$ cat config.mk
export PLATFORM = sky130hd
export DESIGN_NAME = membrane_reg_bank
export DESIGN_NICKNAME = d
export VERILOG_FILES = /design/src/rtl/membrane_reg_bank.sv
export SDC_FILE = /design/constraint.sdc
export NUM_CORES = 1
export LEC_CHECK = 0
export CORE_MARGIN = 4
export CORE_UTILIZATION = 47
export DETAILED_ROUTE_END_ITERATION = 12
export GPL_TIMING_DRIVEN = 0
export PLACE_DENSITY_LB_ADDON = 0.1
export SLEW_MARGIN = 20
export SYNTH_ARGS = -nofsm -noshare
export SYNTH_HDL_FRONTEND = slang
export SYNTH_SLANG_ARGS = --single-unit
$ cat constraint.sdc
create_clock -name clk -period 2.5 [get_ports clk]
set_input_delay 0.625 -clock clk [delete_from_list [all_inputs] [get_ports clk]]
set_output_delay 0.625 -clock clk [all_outputs]
set_load 0.05 [all_outputs]
$ cat src/rtl/membrane_reg_bank.sv
// Per-channel neuron membrane state registers.
// Each channel supports saturating loads, spike reset, and a refractory hold.
module membrane_reg_bank #(
   parameter int             N       = 4,
   parameter int             W       = 21,
   parameter logic [W-1:0]   V_RESET = 21'h1FE598,
   parameter int             REFRAC  = 3
) (
   input  logic               clk,
   input  logic               rst_n,
   input  logic [N*(W+2)-1:0] d,
   input  logic [N-1:0]       we,
   input  logic [N-1:0]       set,
   output logic [N*W-1:0]     q,
   output logic [N-1:0]       refrac,
   output logic [N-1:0]       sat
);

   localparam logic [7:0] RC = 8'(REFRAC);
   localparam logic [W-1:0] Q_MAX = {1'b0, {(W-1){1'b1}}};
   localparam logic [W-1:0] Q_MIN = {1'b1, {(W-1){1'b0}}};

   for (genvar k = 0; k < N; k++) begin : g_ch
      logic [W+1:0] dk;
      logic [W-1:0] qk;
      logic [W-1:0] clamped;
      logic [7:0]   cnt;
      logic         ovf;
      logic         sat_k;
      logic         ref_k;

      assign dk = d[k*(W+2) +: W+2];

      // In range exactly when the top three bits are a pure sign extension.
      always_comb begin
         ovf = (dk[W+1:W-1] != 3'b000) && (dk[W+1:W-1] != 3'b111);
         if (!ovf)
            clamped = dk[W-1:0];
         else if (dk[W+1])
            clamped = Q_MIN;
         else
            clamped = Q_MAX;
      end

      // ref_k mirrors (cnt != 0) in its own flop, tracking cnt's next value.
      always_ff @(posedge clk or negedge rst_n) begin
         if (!rst_n) begin
            qk    <= V_RESET;
            cnt   <= '0;
            sat_k <= 1'b0;
            ref_k <= 1'b0;
         end else if (set[k]) begin
            qk    <= V_RESET;
            cnt   <= RC;
            sat_k <= 1'b0;
            ref_k <= (RC != 8'd0);
         end else if (cnt != 8'd0) begin
            cnt   <= cnt - 8'd1;
            sat_k <= 1'b0;
            ref_k <= (cnt != 8'd1);
         end else if (we[k]) begin
            qk    <= clamped;
            sat_k <= ovf;
         end else begin
            sat_k <= 1'b0;
         end
      end

      assign q[k*W +: W] = qk;
      assign refrac[k]   = ref_k;
      assign sat[k]      = sat_k;
   end

endmodule

==> flow_metrics.py <==
metrics = {
    "global_routing": {
        "grt_pass1_wl_um": 26610,
        "antenna_found_initial": 0,
        "grt_pass1_vias": 5256,
        "grt_max_degree": 75,
        "grt_overflow": 0,
        "gr-usage-all-layers_pct": 22.72,
    },
    "final_layout": {
        "layout_common_cells": "clkdlybuf4s50_1, dfrtp_1, nand2_1, dfstp_2",
        "fin_nets": 856,
        "post-route-util_pct": 71.35,
        "layout-drive-gt1-share_pct": 18.97,
        "final_common_cell": "clkdlybuf4s50_1",
        "syn2layout_area_growth_pct": 46.30,
        "antenna_cells": 0,
        "layout.cells.non_filler": 927,
    },
    "yosys": {
        "synth_cells": 533,
        "ys_ff_latch": 124,
        "synth-seq-area-share_pct": 53.19,
        "synth_area_per_cell_um2": 11.17,
        "synthesis.area_mm2": 0.005956,
        "netlist-cell-type-count": 57,
        "synth_flop_cell": "dfrtp_1",
        "yosys_warnings": 0,
        "syn_nets": 643,
        "async_flop_share_pct": 100.0,
        "synth_edf_count": 0,
    },
    "power_and_ir_drop": {
        "power.density_mw_per_mm2": 661.8,
        "p_leak_nw": 3.560,
        "ir_worst_vdd_uv": 515.3,
        "power_w": 0.005767,
    },
    "sta": {
        "slew-limit-headroom_pct": 46.51,
        "slew_violations": 0,
        "setup_violations": 0,
        "fin_skew_ps": 9.940,
        "max_freq_mhz": 416.1,
        "post-route-period-util_pct": 96.14,
        "min_period_ps": 2403,
        "hold_viol_final": 0,
        "tightest_slew_ps": 798.6,
        "timing.hold.ws_ps": 150.4,
        "grt_setup_unrepaired": "false",
    },
    "floorplan": {
        "rows": 40,
        "dieHeight_um": 120.6,
        "fp.dieW_um": 120.6,
        "core-area_mm2": 0.01221,
        "dieArea_mm2": 0.01454,
        "start_util_pct": 48.77,
        "boundaryPins": 194,
    },
    "drt": {
        "drt_first_pass_iters": 4,
        "drtIter0Drc": 331,
        "vias_per_cell": 5.505,
        "drt_wl_total_um": 16060,
        "routed-via-count": 5103,
        "antenna_left": 0,
        "wl_per_cell_um": 17.33,
        "drc": 0,
    },
    "clock_network": {
        "clk_path_buf_depth": 2,
        "cts_root_buf": "clkbuf_16",
        "numCtsBuffers": 17,
        "insertion_delay_ps": 420,
        "cts.clk_slew.worst_paths_ps": 50,
        "clock-sinks": 124,
        "cts.htree.levels": 4,
        "cts_tree": "done",
    },
    "setup_path": {
        "max_stage_delay_ps": 820,
        "ff2ff_setup_slack_ps": 170,
        "r2r-start": "g_ch[1].cnt[0]",
        "required_ps": 1880,
        "crit_arrival_ps": 1780,
        "worst_setup_path_start_kind": "register",
        "cp.buffers_inverters": 1,
        "cp_top_family": "buffers and inverters",
        "crit_slowest_cell": "clkdlybuf4s50_1",
        "regToRegEndpoint": "g_ch[1].qk[5]",
        "path_cells": "clkdlybuf4s50_1",
        "worstSetupPathType": "reg -> out",
        "worstPathMaxFanout": 2,
        "rr_worst_depth": 5,
        "endpoint_kind": "output pin",
    },
    "place": {
        "portBuffers": 193,
        "gp_congestion": 0.8841,
        "dp_hpwl_um": 11690,
        "dp_cells": 895,
    },
    "hold_path": {
        "min_path_type": "in -> async",
    },
    "flow_run": {
        "drv_cap": 0,
    },
    "run_status": {
        "status": "finished clean",
    },
}
## flip-flops by register name (all words and copies together) (netlist names)
name and count:
g_ch.ref_k 4, g_ch.qk 84, g_ch.sat_k 4, g_ch.cnt 32
## cell type report
type	instances	area [um^2]
clock inverters	8	90.09
fillers	929	3498
inverters	21	78.83
clock buffers	24	491.7
flip-flops and latches	124	3168
well taps	168	210.2
multi-input cells	349	2480
plain buffers	39	234.0
repair buffers	194	1961
## metal layers
metal  part of all wire [%]  vias to the layer above  global-route usage (%)
met3                    6.0                       24                   6.174
met4                    1.3                        0                   7.153
met2                     49                      173                   36.95
met1                     44                     2489                   29.70
met5                      0                        -                       0
li1                       -                     2417                       -
## where the power goes
group	leakage (nW)	switching [W]	internal, W
sequential	1.50	0.000105	0.00213
combinational	1.77	0.000633	0.000494
clock	0.294	0.000840	0.00156
## synthesized netlist by cell type, types with 6 or more instances
cell,instances,area [um^2]
o21ai_0,15,75.07
a2bb2oi_2,10,150.1
nor3_1,10,50.05
or4_1,10,75.07
nand2_1,56,210.2
nand3_1,6,30.03
dfrtp_1,72,1802
nand4b_1,6,52.55
a2bb2oi_1,38,332.8
inv_1,21,78.83
ha_1,8,100.1
o31ai_1,9,67.56
nand2b_1,6,37.54
dfstp_2,52,1366
o2bb2ai_1,32,280.3
nor2_1,31,116.4
buf_2,7,35.03
or3_1,6,37.54
clkbuf_1,15,56.30
a21oi_1,38,190.2
buf_4,10,75.07
## kinds of logic after synthesis
logic type                 synth area share, %
adders and majority gates                1.681
DFF                                      53.19
and+or+nand+nor                          14.98
AOI/OAI and AO/OA                        24.71
buffers and inverters                    5.252
muxes                                   0.1891
## repair_timing
action | CTS | global route
setup buffers | 0 | 0
gates resized for setup | 0 | 1
endpoints found under the hold margin | 0 | 0
endpoints found under the setup margin | 0 | 4
hold buffers | 0 | 0
## stage by stage
step	setup slack, ps	setup TNS (ps)	area (um^2)
6_report	96.55	0	8713
5_1_grt	1.972	0	8713
4_1_cts	83.27	0	8708
3_5_place_dp	76.82	0	8127
3_3_place_gp	-3888	-403270	8098
2_1_floorplan	538.7	0	5956
## worst max-delay path by stage
| stage | start | to | slack (ps) | cells after the start |
|---|---|---|---|---|
| 3_5_place_dp | d[91] | g_ch[3].sat_k | 80 | 5 |
| 6_report | g_ch[2].qk[4] | q[46] | 100 | 1 |
| 2_1_floorplan | g_ch[3].cnt[0] | g_ch[3].qk[10] | 540 | 8 |
| 4_1_cts | g_ch[2].qk[14] | q[56] | 80 | 1 |
| 5_1_grt | g_ch[1].cnt[0] | g_ch[1].qk[12] | 2 | 5 |
| 3_3_place_gp | rst_n | g_ch[3].sat_k | -3890 | 1 |
Note: power is estimated with default switching activity, not from simulation.
==> RTL edit 1 (config.mk and constraints unchanged) <==
Put one more register stage on the output `q`, with the module's reset. The value now appears one clock later. The other outputs are not delayed to match.
--- a/src/rtl/membrane_reg_bank.sv
+++ b/src/rtl/membrane_reg_bank.sv
@@ -21,2 +21,4 @@
    localparam logic [W-1:0] Q_MIN = {1'b1, {(W-1){1'b0}}};
+
+   logic [N*W-1:0] q_d;
 
@@ -68,3 +70,3 @@
 
-      assign q[k*W +: W] = qk;
+      assign q_d[k*W +: W] = qk;
       assign refrac[k]   = ref_k;
@@ -73,2 +75,10 @@
 
+   always_ff @(posedge clk or negedge rst_n) begin
+      if (!rst_n) begin
+         q <= '0;
+      end else begin
+         q <= q_d;
+      end
+   end
+
 endmodule
Formal check against the unedited RTL: not equivalent (Yosys sat finds a counterexample within 4 cycles, from zero or initial values and one cycle with rst_n low).
==> RTL edit 1 against the unedited design <==
- design area up 25%
- area after synthesis grew 34%
- fmax is 1.3% higher
- largest power group is now registers
- via count is 11% higher
- first-iteration DRC count down 27%
- setup slack gained 0.030 ns
- routed wire length is 15% higher
- power is 38% higher
- final cell count increased by 16%
- critical path type is now flip-flop to flip-flop
- clock power increased by 32%
- sequential cell count grew 84
- hold slack worse by 0.014 ns
==> RTL edit 1: results (changes against the unedited design) <==
- Largest stage delay, worst path: 0.55 ns (-0.27 ns)
- CTS max path bufs: 3 (+1)
- Top Registers: g_ch.qk: 84 flops, q: 84 flops, g_ch.cnt: 32 flops
- Grt total ovfl: 0 (unchanged)
- Inserted Clock Buffers: 22 (+5)
- Clock Skew: 0.0105 ns (+0.000550 ns)
- Via count: 5651 (+11%)
- Place WS: 0.0297 ns (-0.0471 ns)
- Fmax: 0.421 GHz (+1.3%)
- Final net count: 944 (+10%)
- Slew @ Worst Pin: 0.931 ns (+0.133 ns)
- H-Tree Depth: 1 (-3)
- Placed instance area: 0.0102 mm^2 (+25%)
- Post-synth top cells: dfrtp_1 (156), nand2_1 (55), dfstp_2 (52), a2bb2oi_1 (48), a21oi_1 (39)
- Worst-path maximum fanout: 10 (+8)
- Gate Count Post-Synth: 620 (+16%)
- Fill count: 1271 (+37%)
- Hold Worst Slack: 0.137 ns (-0.0136 ns)
- Outcome: completed
- Initial antenna violation count: 0 (unchanged)
- Largest net degree at the start of global routing: 109 (+45%)
- Post-Route WL: 18500 um (+15%)
- Crit-path slowest cell: or3b_2
- GP Congestion: 0.852 (-3.7%)
- VDD IR max: 0.488 mV (-5.4%)
- Vias in the first global route: 6109 (+16%)
- Leakage: 4.51 nW (+27%)
- First-pass GRT wire length: 31100 um (+17%)
- Input/output buffers: 191 (-1.0%)
- Cell variety after synth: 50 (-12%)
- Dpl cells: 1032 (+15%)
- Non-filler cells, final: 1071 (+16%)
- Post-CTS sizing: 0 (unchanged)
- Sequential fraction of the synthesis area: 66.2% (+13 points)
- Clock transition at path regs: 0.06 ns
- Synth area leaders: dfrtp_1 (49%), dfstp_2 (17%), a2bb2oi_1 (5.3%)
- Critical path arrival: 2.79 ns (+1.01 ns)
- HPWL after detailed placement: 13200 um (+13%)
- Number of DRC markers in iteration 0: 243 (-27%)
- Share of cells above drive strength 1: 16.9% (-2.0 points)
- Crit path max-delay family: simple AND/OR/NAND/NOR gates
- Reg-to-reg slack, setup: 0.13 ns (-0.04 ns)
- Net Count, Synth: 730 (+14%)
RTL edit 1: changes by cell type after synthesis, moves of 3 or more:
cell and change:
dfrtp_1 +84, a2bb2oi_1 +10, a2bb2oi_2 -10, buf_2 +4, nor4_2 +4, buf_4 +3, nor4_4 -3, or3_1 +3
RTL edit 1: final timing paths:
kind / to / startpoint / depth (start not counted)
max: g_ch[0].qk[10] / g_ch[0].cnt[0] / 6
min: q[54] / rst_n / 1
max reg2reg: g_ch[0].qk[10] / g_ch[0].cnt[0] / 6
min reg2reg: q[64] / g_ch[3].qk[1] / 0
max in group asynchronous: g_ch[1].qk[3] / rst_n / 2
min in group clk: q[64] / g_ch[3].qk[1] / 0
RTL edit 1: cell families after synthesis:
logic type,Yosys count,share of synthesized area [%]
AO/OA/AOI/OAI,184,17.8
adder cells (fa/ha/maj),8,1.26
AND/OR/NAND/NOR,155,10.6
buffers and inverters,65,4.07
flip-flops,208,66.2
RTL edit 1: power breakdown:
part           leakage, nW  switching, mW  internal [mW]
Clock                0.338           1.28           1.88
Sequential            2.41          0.106           3.53
Combinational         1.77          0.659          0.479
RTL edit 1: area by class of cell:
| cell class | count | area (um^2) | area share, % |
|---|---|---|---|
| clock buffers | 31 | 636 | 5.82 |
| plain buffers | 42 | 240 | 2.20 |
| repair buffers | 192 | 1940 | 17.8 |
| flip-flops and latches | 208 | 5270 | 48.2 |
| inverters | 21 | 78.8 | 0.721 |
| diodes | 1 | 2.50 | 0.0229 |
| well taps | 220 | 275 | 2.52 |
| multi-input cells | 347 | 2400 | 21.9 |
| clock inverters | 9 | 82.6 | 0.756 |
RTL edit 1: per-layer routing:
layer	routed length, um	global-route usage [%]
met1	7330	24.3
met5	0	0
met2	9490	33.4
met3	1290	5.32
met4	418	5.15
==> RTL edit 2 (config.mk and constraints unchanged) <==
Without the edit above. Set the parameter `N` to 5 (it was 4).
--- a/src/rtl/membrane_reg_bank.sv
+++ b/src/rtl/membrane_reg_bank.sv
@@ -3,3 +3,3 @@
 module membrane_reg_bank #(
-   parameter int             N       = 4,
+   parameter int             N       = 5,
    parameter int             W       = 21,
Interface: changed (6 resized); port bits go from 194 to 242. No check against the original RTL was run, so the function may have changed too.
==> RTL edit 2 against the unedited design <==
- first-iteration DRC count down 5.7%
- area after synthesis up 27%
- global-route usage down 0.74 points
- sequential cell count up 31
- power up 22%
- design area up 25%
- setup slack worse by 0.014 ns
- routed wire length up 25%
- synthesized cell count up 28%
==> RTL edit 2: results (changes against the unedited design) <==
- Number of DRC markers in iteration 0: 312 (-5.7%)
- Outcome: completed
- GP Congestion: 0.833 (-5.8%)
- Primary FF master, synth: dfrtp_1
- GRT met2 Usage: 35.6% (-1.3 points)
- Met3 GRT Util: 5.81% (-0.36 points)
- CTS max path bufs: 2 (unchanged)
- Final net count: 1079 (+26%)
- Met1 Track Usage GR: 28.5% (-1.2 points)
- Antenna diodes: 0 (unchanged)
- HPWL after detailed placement: 14500 um (+24%)
- Post-Route WL: 20000 um (+25%)
- Share of cells above drive strength 1: 19.8% (+0.84 points)
- First-pass GRT wire length: 32600 um (+22%)
- Fill count: 1154 (+24%)
- Largest stage delay, worst path: approximately 0.83 ns
- Top Registers: g_ch.qk: 105 flops, g_ch.cnt: 40 flops
- Sequential fraction of the synthesis area: 52.3% (-0.86 points)
- GRT Resource Usage Total: 22.0% (-0.74 points)
- Input/output buffers: 240 (+24%)
- Crit. Startpoint: g_ch[1].qk[15]
- Min-delay worst type: input port to asynchronous set/reset pin
- Worst-path maximum fanout: 2 (unchanged)
- Vias/cell: 5.39 (-2.1%)
- R2R Path Start: g_ch[3].cnt[0]
- First-pass detailed-route iteration total: 5 (+1)
- Net Count, Synth: 820 (+28%)
- Clock Skew: 0.0105 ns (+0.000532 ns)
- Slew @ Worst Pin: 0.874 ns (+0.0758 ns)
- Fraction of registers with async set/reset: 100% (unchanged)
- Largest net degree at the start of global routing: 93 (+24%)
- Ys Warns: 0 (unchanged)
- Post-synth top cells: dfrtp_1 (90), nand2_1 (72), dfstp_2 (65), a21oi_1 (47), nor2_1 (44)
- Cell variety after synth: 56 (-1.8%)
- Vias in the first global route: 6434 (+22%)
- Synth area leaders: dfrtp_1 (30%), dfstp_2 (23%), a2bb2oi_1 (4.6%)
- Leakage: 4.45 nW (+25%)
- VDD IR max: 0.483 mV (-6.3%)
[RTL edit 2: cell count changes in the layout (fill, tap and decap cells not counted), moves of 8 or more]
cell	delta
a21oi_1	+9
dfstp_2	+13
nand2_1	+16
a2bb2oi_2	+10
dfrtp_1	+18
o2bb2ai_1	+8
clkdlybuf4s50_1	+47
nor2_1	+13
[RTL edit 2: repair_timing]
action                                  in CTS  in global routing
endpoints found under the setup margin       1                 28
hold buffers                                 0                  0
resized for setup                            1                  3
setup buffers                                0                  0
[RTL edit 2: area by class of cell]
cell class              instances  area, um^2  share of cell area, %
multi-input cells             445        3200                   29.3
plain buffers                  56         329                   3.01
clock buffers                  20         447                   4.09
repair buffers                241        2430                   22.3
flip-flops and latches        155        3960                   36.2
well taps                     216         270                   2.47
inverters                      26        97.6                  0.893
clock inverters                11         195                   1.79
[RTL edit 2: final timing paths]
check | end | depth (start not counted) | slack (ns)
max | q[36] | 1 | 0.08
min | g_ch[4].ref_k | 1 | 0.20
max reg2reg | g_ch[3].qk[19] | 7 | 0.16
min reg2reg | g_ch[3].qk[6] | 1 | 0.49
max in group asynchronous | g_ch[4].qk[15] | 2 | 1.50
min in group clk | g_ch[3].qk[6] | 1 | 0.49
[RTL edit 2: logic make-up (layout without fill, tap and decap cells)]
group           count (synthesis)  in the layout  share of synthesized area [%]
compound gates                225            225                           24.9
simple gates                  208            208                           15.2
flops                         155            155                           52.3
buf+inv                        83            354                           5.69
fa+ha+maj                      10             10                           1.65
mux                             2              2                          0.298
[RTL edit 2: where the power goes]
part	leakage, nW	switching, mW	internal, mW
combinational	2.27	0.794	0.620
sequential	1.88	0.111	2.66
clock	0.302	1.03	1.79
total	4.45	1.94	5.07
[RTL edit 2: metrics by stage]
step           setup WS [ns]  instance area (um^2)  std cells  total power [mW]
2_1_floorplan          0.449                  7570        683              3.66
5_1_grt              0.00874                 10900       1170              7.31
3_5_place_dp         -0.0474                 10300       1140              4.22
6_report              0.0822                 10900       1170              7.01
4_1_cts               0.0634                 10900       1171              7.06
3_3_place_gp           -5.29                 10200       1139              4.17
[RTL edit 2: layer usage]
metal	vias to the layer above	part of all wire, %
met5	-	0
met4	0	2.6
met3	38	6.2
met2	195	49
met1	3036	43
li1	3037	-
